[src/rtl/cvita_rr_arbiter.sv]
// Packet-granular round-robin merge of NUM_INPUTS CVITA streams onto one output.
// Data path is combinational from the granted port; one arbitration cycle per packet.
module cvita_rr_arbiter #(
  parameter int unsigned            NUM_INPUTS = 4,
  parameter int unsigned            SRC_WIDTH  = 2,
  parameter logic [7:0]             SR_BASE    = 8'd0,
  parameter logic [NUM_INPUTS-1:0]  MASK_RESET = '1
) (
  input  logic                     clk,
  input  logic                     rst_n,
  input  logic                     set_stb,
  input  logic [7:0]               set_addr,
  input  logic [31:0]              set_data,
  input  logic [64*NUM_INPUTS-1:0] i_tdata,
  input  logic [NUM_INPUTS-1:0]    i_tlast,
  input  logic [NUM_INPUTS-1:0]    i_tvalid,
  output logic [NUM_INPUTS-1:0]    i_tready,
  output logic [63:0]              o_tdata,
  output logic                     o_tlast,
  output logic                     o_tvalid,
  input  logic                     o_tready,
  output logic [SRC_WIDTH-1:0]     o_tsrc,
  output logic [31:0]              pkt_count
);

  typedef enum logic {IDLE, PASS} state_e;

  state_e                 state_q, state_d;
  logic [SRC_WIDTH-1:0]   grant_q, grant_d;
  logic [SRC_WIDTH-1:0]   last_grant_q, last_grant_d;
  logic [NUM_INPUTS-1:0]  mask_q, mask_d;
  logic [31:0]            pkt_count_q, pkt_count_d;
  logic [NUM_INPUTS-1:0]  req;
  logic [SRC_WIDTH-1:0]   pick, idx;
  logic                   found;
  logic                   set_data_unused;

  assign set_data_unused = ^set_data;
  assign req             = i_tvalid & mask_q;

  // First requester after last_grant, wrapping modulo NUM_INPUTS.
  always_comb begin
    pick  = last_grant_q;
    found = 1'b0;
    idx   = '0;
    for (int unsigned off = 1; off <= NUM_INPUTS; off++) begin
      idx = SRC_WIDTH'((32'(last_grant_q) + off) % NUM_INPUTS);
      if (!found && req[idx]) begin
        found = 1'b1;
        pick  = idx;
      end
    end
  end

  assign o_tdata   = i_tdata[{grant_q, 6'd0} +: 64];
  assign o_tlast   = i_tlast[grant_q];
  assign o_tsrc    = grant_q;
  assign pkt_count = pkt_count_q;

  always_comb begin
    state_d      = state_q;
    grant_d      = grant_q;
    last_grant_d = last_grant_q;
    pkt_count_d  = pkt_count_q;
    mask_d       = mask_q;
    o_tvalid     = 1'b0;
    i_tready     = '0;

    if (set_stb && (set_addr == SR_BASE)) begin
      mask_d = set_data[NUM_INPUTS-1:0];
    end

    case (state_q)
      IDLE: begin
        if (found) begin
          grant_d = pick;
          state_d = PASS;
        end
      end
      PASS: begin
        o_tvalid          = i_tvalid[grant_q];
        i_tready[grant_q] = o_tready;
        if (o_tvalid && o_tready && o_tlast) begin
          last_grant_d = grant_q;
          pkt_count_d  = pkt_count_q + 32'd1;
          state_d      = IDLE;
        end
      end
      default: state_d = IDLE;
    endcase
  end

  always_ff @(posedge clk or negedge rst_n) begin
    if (!rst_n) begin
      state_q      <= IDLE;
      grant_q      <= '0;
      last_grant_q <= SRC_WIDTH'(NUM_INPUTS - 1);
      mask_q       <= MASK_RESET;
      pkt_count_q  <= '0;
    end else begin
      state_q      <= state_d;
      grant_q      <= grant_d;
      last_grant_q <= last_grant_d;
      mask_q       <= mask_d;
      pkt_count_q  <= pkt_count_d;
    end
  end

endmodule

[config.mk]
export PLATFORM = sky130hd
export DESIGN_NAME = cvita_rr_arbiter
export DESIGN_NICKNAME = d
export VERILOG_FILES = /design/src/rtl/cvita_rr_arbiter.sv
export SDC_FILE = /design/constraint.sdc
export NUM_CORES = 1
export LEC_CHECK = 0
export CAP_MARGIN = 20
export CORE_AREA = 2 2 159 161
export CTS_CLUSTER_SIZE = 16
export DETAILED_ROUTE_END_ITERATION = 8
export DIE_AREA = 0 0 161 163
export PLACE_DENSITY = 0.61
export SLEW_MARGIN = 25
export SYNTH_ARGS = -nofsm -noshare
export SYNTH_HDL_FRONTEND = slang
export SYNTH_SLANG_ARGS = --single-unit
[constraint.sdc]
create_clock -name clk -period 2 [get_ports clk]
set_clock_uncertainty 0.2 [all_clocks]
set_input_delay 0.4 -clock clk [delete_from_list [all_inputs] [get_ports clk]]
set_output_delay 0.4 -clock clk [all_outputs]
set_load 0.02 [all_outputs]
==> summary.txt <==
Outcome
  • Status: complete, but fails checks
  • Failing checks: setup timing

Synth
  • Synthesized Nets: approximately 600
  • Synth Register Bits: between 40 and 50
  • Mapped cell area: between 3000 and 4000 µm²
  • EDFF count, synth: 0
  • Yosys cell types: 41
  • Avg Cell Area, Syn: 12.91 µm²
  • Seq/Total Area, Yosys: 0.2810
  • Yosys Warn Count: 0
  • Synth Instances: between 200 and 300
  • Post-synth ARST share: 1.000
  • Main synth FF type: dfrtp_1

Global route
  • Global-route wire length before repair: between 30000 and 40000 µm
  • Number of global-route vias before repair: around 5000
  • Largest net degree at the start of global routing: 24
  • Gr ovfl total: 0
  • Gr usage total: 0.1975
  • Initial antenna violation count: 14

Placement
  • RePlAce Congestion: roughly 0.9
  • DP HPWL: 22560 µm
  • IO buf count: approximately 380

Pwr
  • Clock power share: 0.102
  • Leak: roughly 3.9 nW
  • Pwr Density: just over 1000 nW/µm²
  • P_sw: ~3.7 mW
  • Combinational share of power: 0.778
  • Net Sw Frac: 0.4008
  • Post-layout power: between 9 and 10 mW
  • Register share of total power: 0.120
  • P_int: 5.590 mW
  • Peak VDD IR: 0.4934 mV

Drt
  • Total iterations of the first detailed-routing run: 4
  • Initial DRC count: ~280
  • Final wirelength: roughly 27000 µm
  • Via count: around 4800
  • Routed Antenna Nets: 0
  • Vias per cell: around 4.5
  • WL per Instance: about 25 µm
  • DRC violations left: 0

Timing
  • Hold slack: 277.2 ps
  • Relative slew margins: 0.6605
  • Max frequency: between 0.4 and 0.5 GHz
  • Endpoints failing setup: around 110
  • RSZ-0062 raised after global routing: true
  • Final setup margin: -424.2 ps
  • Post-route setup TNS: -28930 ps
  • Final Max Tran Viols: 0
  • Final Hold Fails: 0
  • Final period util: 1.212
  • Worst-margin pin slew: just over 500 ps
  • Min Tclk post-route: between 2000 and 2500 ps

Setup path
  • Required time of the worst setup path: between 1000 and 1500 ps
  • Crit. End Element: output port
  • Worst-path maximum fanout: 7
  • CP Class: reg -> out
  • Startpoint Class: flip-flop
  • CP arrival: between 1500 and 2000 ps

Final layout
  • Area delta synth->final: 150.5%
  • Nets: between 1000 and 1500
  • Most frequent cells in the layout: clkdlybuf4s50_1, mux4_2, buf_6, buf_4, dfrtp_1
  • Util after Layout: 0.3735
  • Fraction of layout cells with a size suffix above 1: 0.3848
  • Commonest non-fill, non-tap cell in the layout: clkdlybuf4s50_1

Clock tree
  • CTS tree: yes
  • Clk_lat worst skew: about 280 ps
  • CTS Buf Count: 5
  • Max clock buf depth: 2
  • H-tree Lvls: 2
  • Num Clock Sinks: 41
  • Clock transition at the registers of the reported paths: around 60 ps
  • CTS Root Cell: clkbuf_16

Floorplan
  • Die Height: between 150 and 200 µm
  • Die Wd: ~160 µm
  • Die area: 26240 µm²
  • Area of the core: 24670 µm²
  • Initial Utilization: 0.1491
  • Num ports: 412
  • Placement Rows: 58

Min path
  • Hold Crit Class: reg -> reg

Flow run
  • Maxcap violations: 0
worst max-delay path: stages (launching register included):
cell and delay, ps:
dfrtp_4 520, buf_12 170, buf_16 130, mux4_2 550, buf_6 160
cell families (layout without fill, tap and decap cells):
logic type | after synthesis | after routing | synth area share
other | 0 | 7 | 0
xor gates and xnor gates | 31 | 31 | 0.07381
and+or+nand+nor | 94 | 96 | 0.1544
adders and majority gates | 1 | 1 | 0.003401
muxes | 72 | 72 | 0.4224
DFF | 41 | 41 | 0.2810
buffers and inverters | 27 | 465 | 0.03095
AOI/OAI and AO/OA | 19 | 19 | 0.03402
registers in the layout, indices dropped and copies added (netlist names):
signal,cells
pkt_count,32
mask_q,4
last_grant_q,2
o_tsrc,2
state_q,1
cell usage after synthesis, types with 2 or more instances:
cell | n | area share
buf_2 | 10 | 0.014
inv_1 | 6 | 0.0061
o21ai_0 | 7 | 0.0095
dfstp_2 | 6 | 0.043
nand3_1 | 12 | 0.016
nor2_1 | 8 | 0.0082
mux4_2 | 66 | 0.40
nor4_1 | 6 | 0.010
and3_1 | 5 | 0.0085
and3_2 | 2 | 0.0041
clkbuf_1 | 6 | 0.0061
or4_1 | 3 | 0.0061
a21oi_1 | 2 | 0.0027
xor2_1 | 14 | 0.033
dfrtp_1 | 35 | 0.24
and2_1 | 4 | 0.0068
mux2_2 | 6 | 0.018
nor3_1 | 8 | 0.011
and4_2 | 3 | 0.0082
xnor2_1 | 17 | 0.040
buf_1 | 5 | 0.0051
nand2_1 | 20 | 0.020
o221ai_1 | 2 | 0.0048
nor4_2 | 3 | 0.010
nand4_1 | 13 | 0.022
final timing paths:
| path | startpoint | to | slack (ps) | cells after the start |
|---|---|---|---|---|
| worst min-delay path | pkt_count[31]$_DFFE_PN0P_ | pkt_count[31]$_DFFE_PN0P_ | 280 | 1 |
| min in group asynchronous | rst_n | pkt_count[23]$_DFFE_PN0P_ | 410 | 2 |
| worst max register to register | o_tsrc[0]$_DFFE_PN0P_ | pkt_count[26]$_DFFE_PN0P_ | -230 | 9 |
| worst max-delay path | o_tsrc[0]$_DFFE_PN0P_ | o_tdata[54] | -420 | 4 |
| max in group asynchronous | rst_n | pkt_count[1]$_DFFE_PN0P_ | 540 | 3 |
| worst min register to register | pkt_count[31]$_DFFE_PN0P_ | pkt_count[31]$_DFFE_PN0P_ | 280 | 1 |
power groups by stage:
stage	clock network, mW	logic, mW	registers, mW
6_report	0.952	7.26	1.12
5_1_grt	1.00	7.57	1.13
4_1_cts	0.978	6.89	1.10
3_5_place_dp	0	6.01	1.11
3_3_place_gp	0	6.01	1.10
2_1_floorplan	0	3.07	1.09
what timing repair did:
action / in CTS / in global routing
setup buffers: 13 / 3
hold buffers: 1 / 0
cloned: 7 / 1
endpoints found under the hold margin: 15 / 0
endpoints found under the setup margin: 113 / 119
resized for setup: 390 / 89
pin swaps: 26 / 11
stage by stage:
stage / cells / setup WS [ps] / instance area [µm²]
2_1_floorplan: 285 / -1.150 / 3726
3_3_place_gp: 1025 / -737.6 / 8258
3_5_place_dp: 1025 / -725.4 / 8258
4_1_cts: 1053 / -452.8 / 8897
5_1_grt: 1057 / -464.1 / 9203
6_report: 1062 / -424.2 / 9215
cell type report:
| cell class | instances | area, µm² |
|---|---|---|
| clock inverter | 1 | 30.03 |
| antenna | 7 | 17.52 |
| timing repair buffer | 451 | 4688 |
| tap | 330 | 412.9 |
| inverter | 6 | 22.52 |
| sequential | 41 | 1044 |
| fill | 2433 | 15460 |
| multi-input combinational | 219 | 2858 |
| clock buffer | 7 | 142.6 |
layer usage:
metal | up-vias | GRT usage | part of all wire
li1 | 2069 | - | -
met1 | 2436 | 0.2483 | 0.40
met2 | 239 | 0.3131 | 0.46
met3 | 38 | 0.08785 | 0.11
met4 | 10 | 0.04343 | 0.018
met5 | - | 0 | 0.0025
Note: power is estimated with default switching activity, not from simulation.
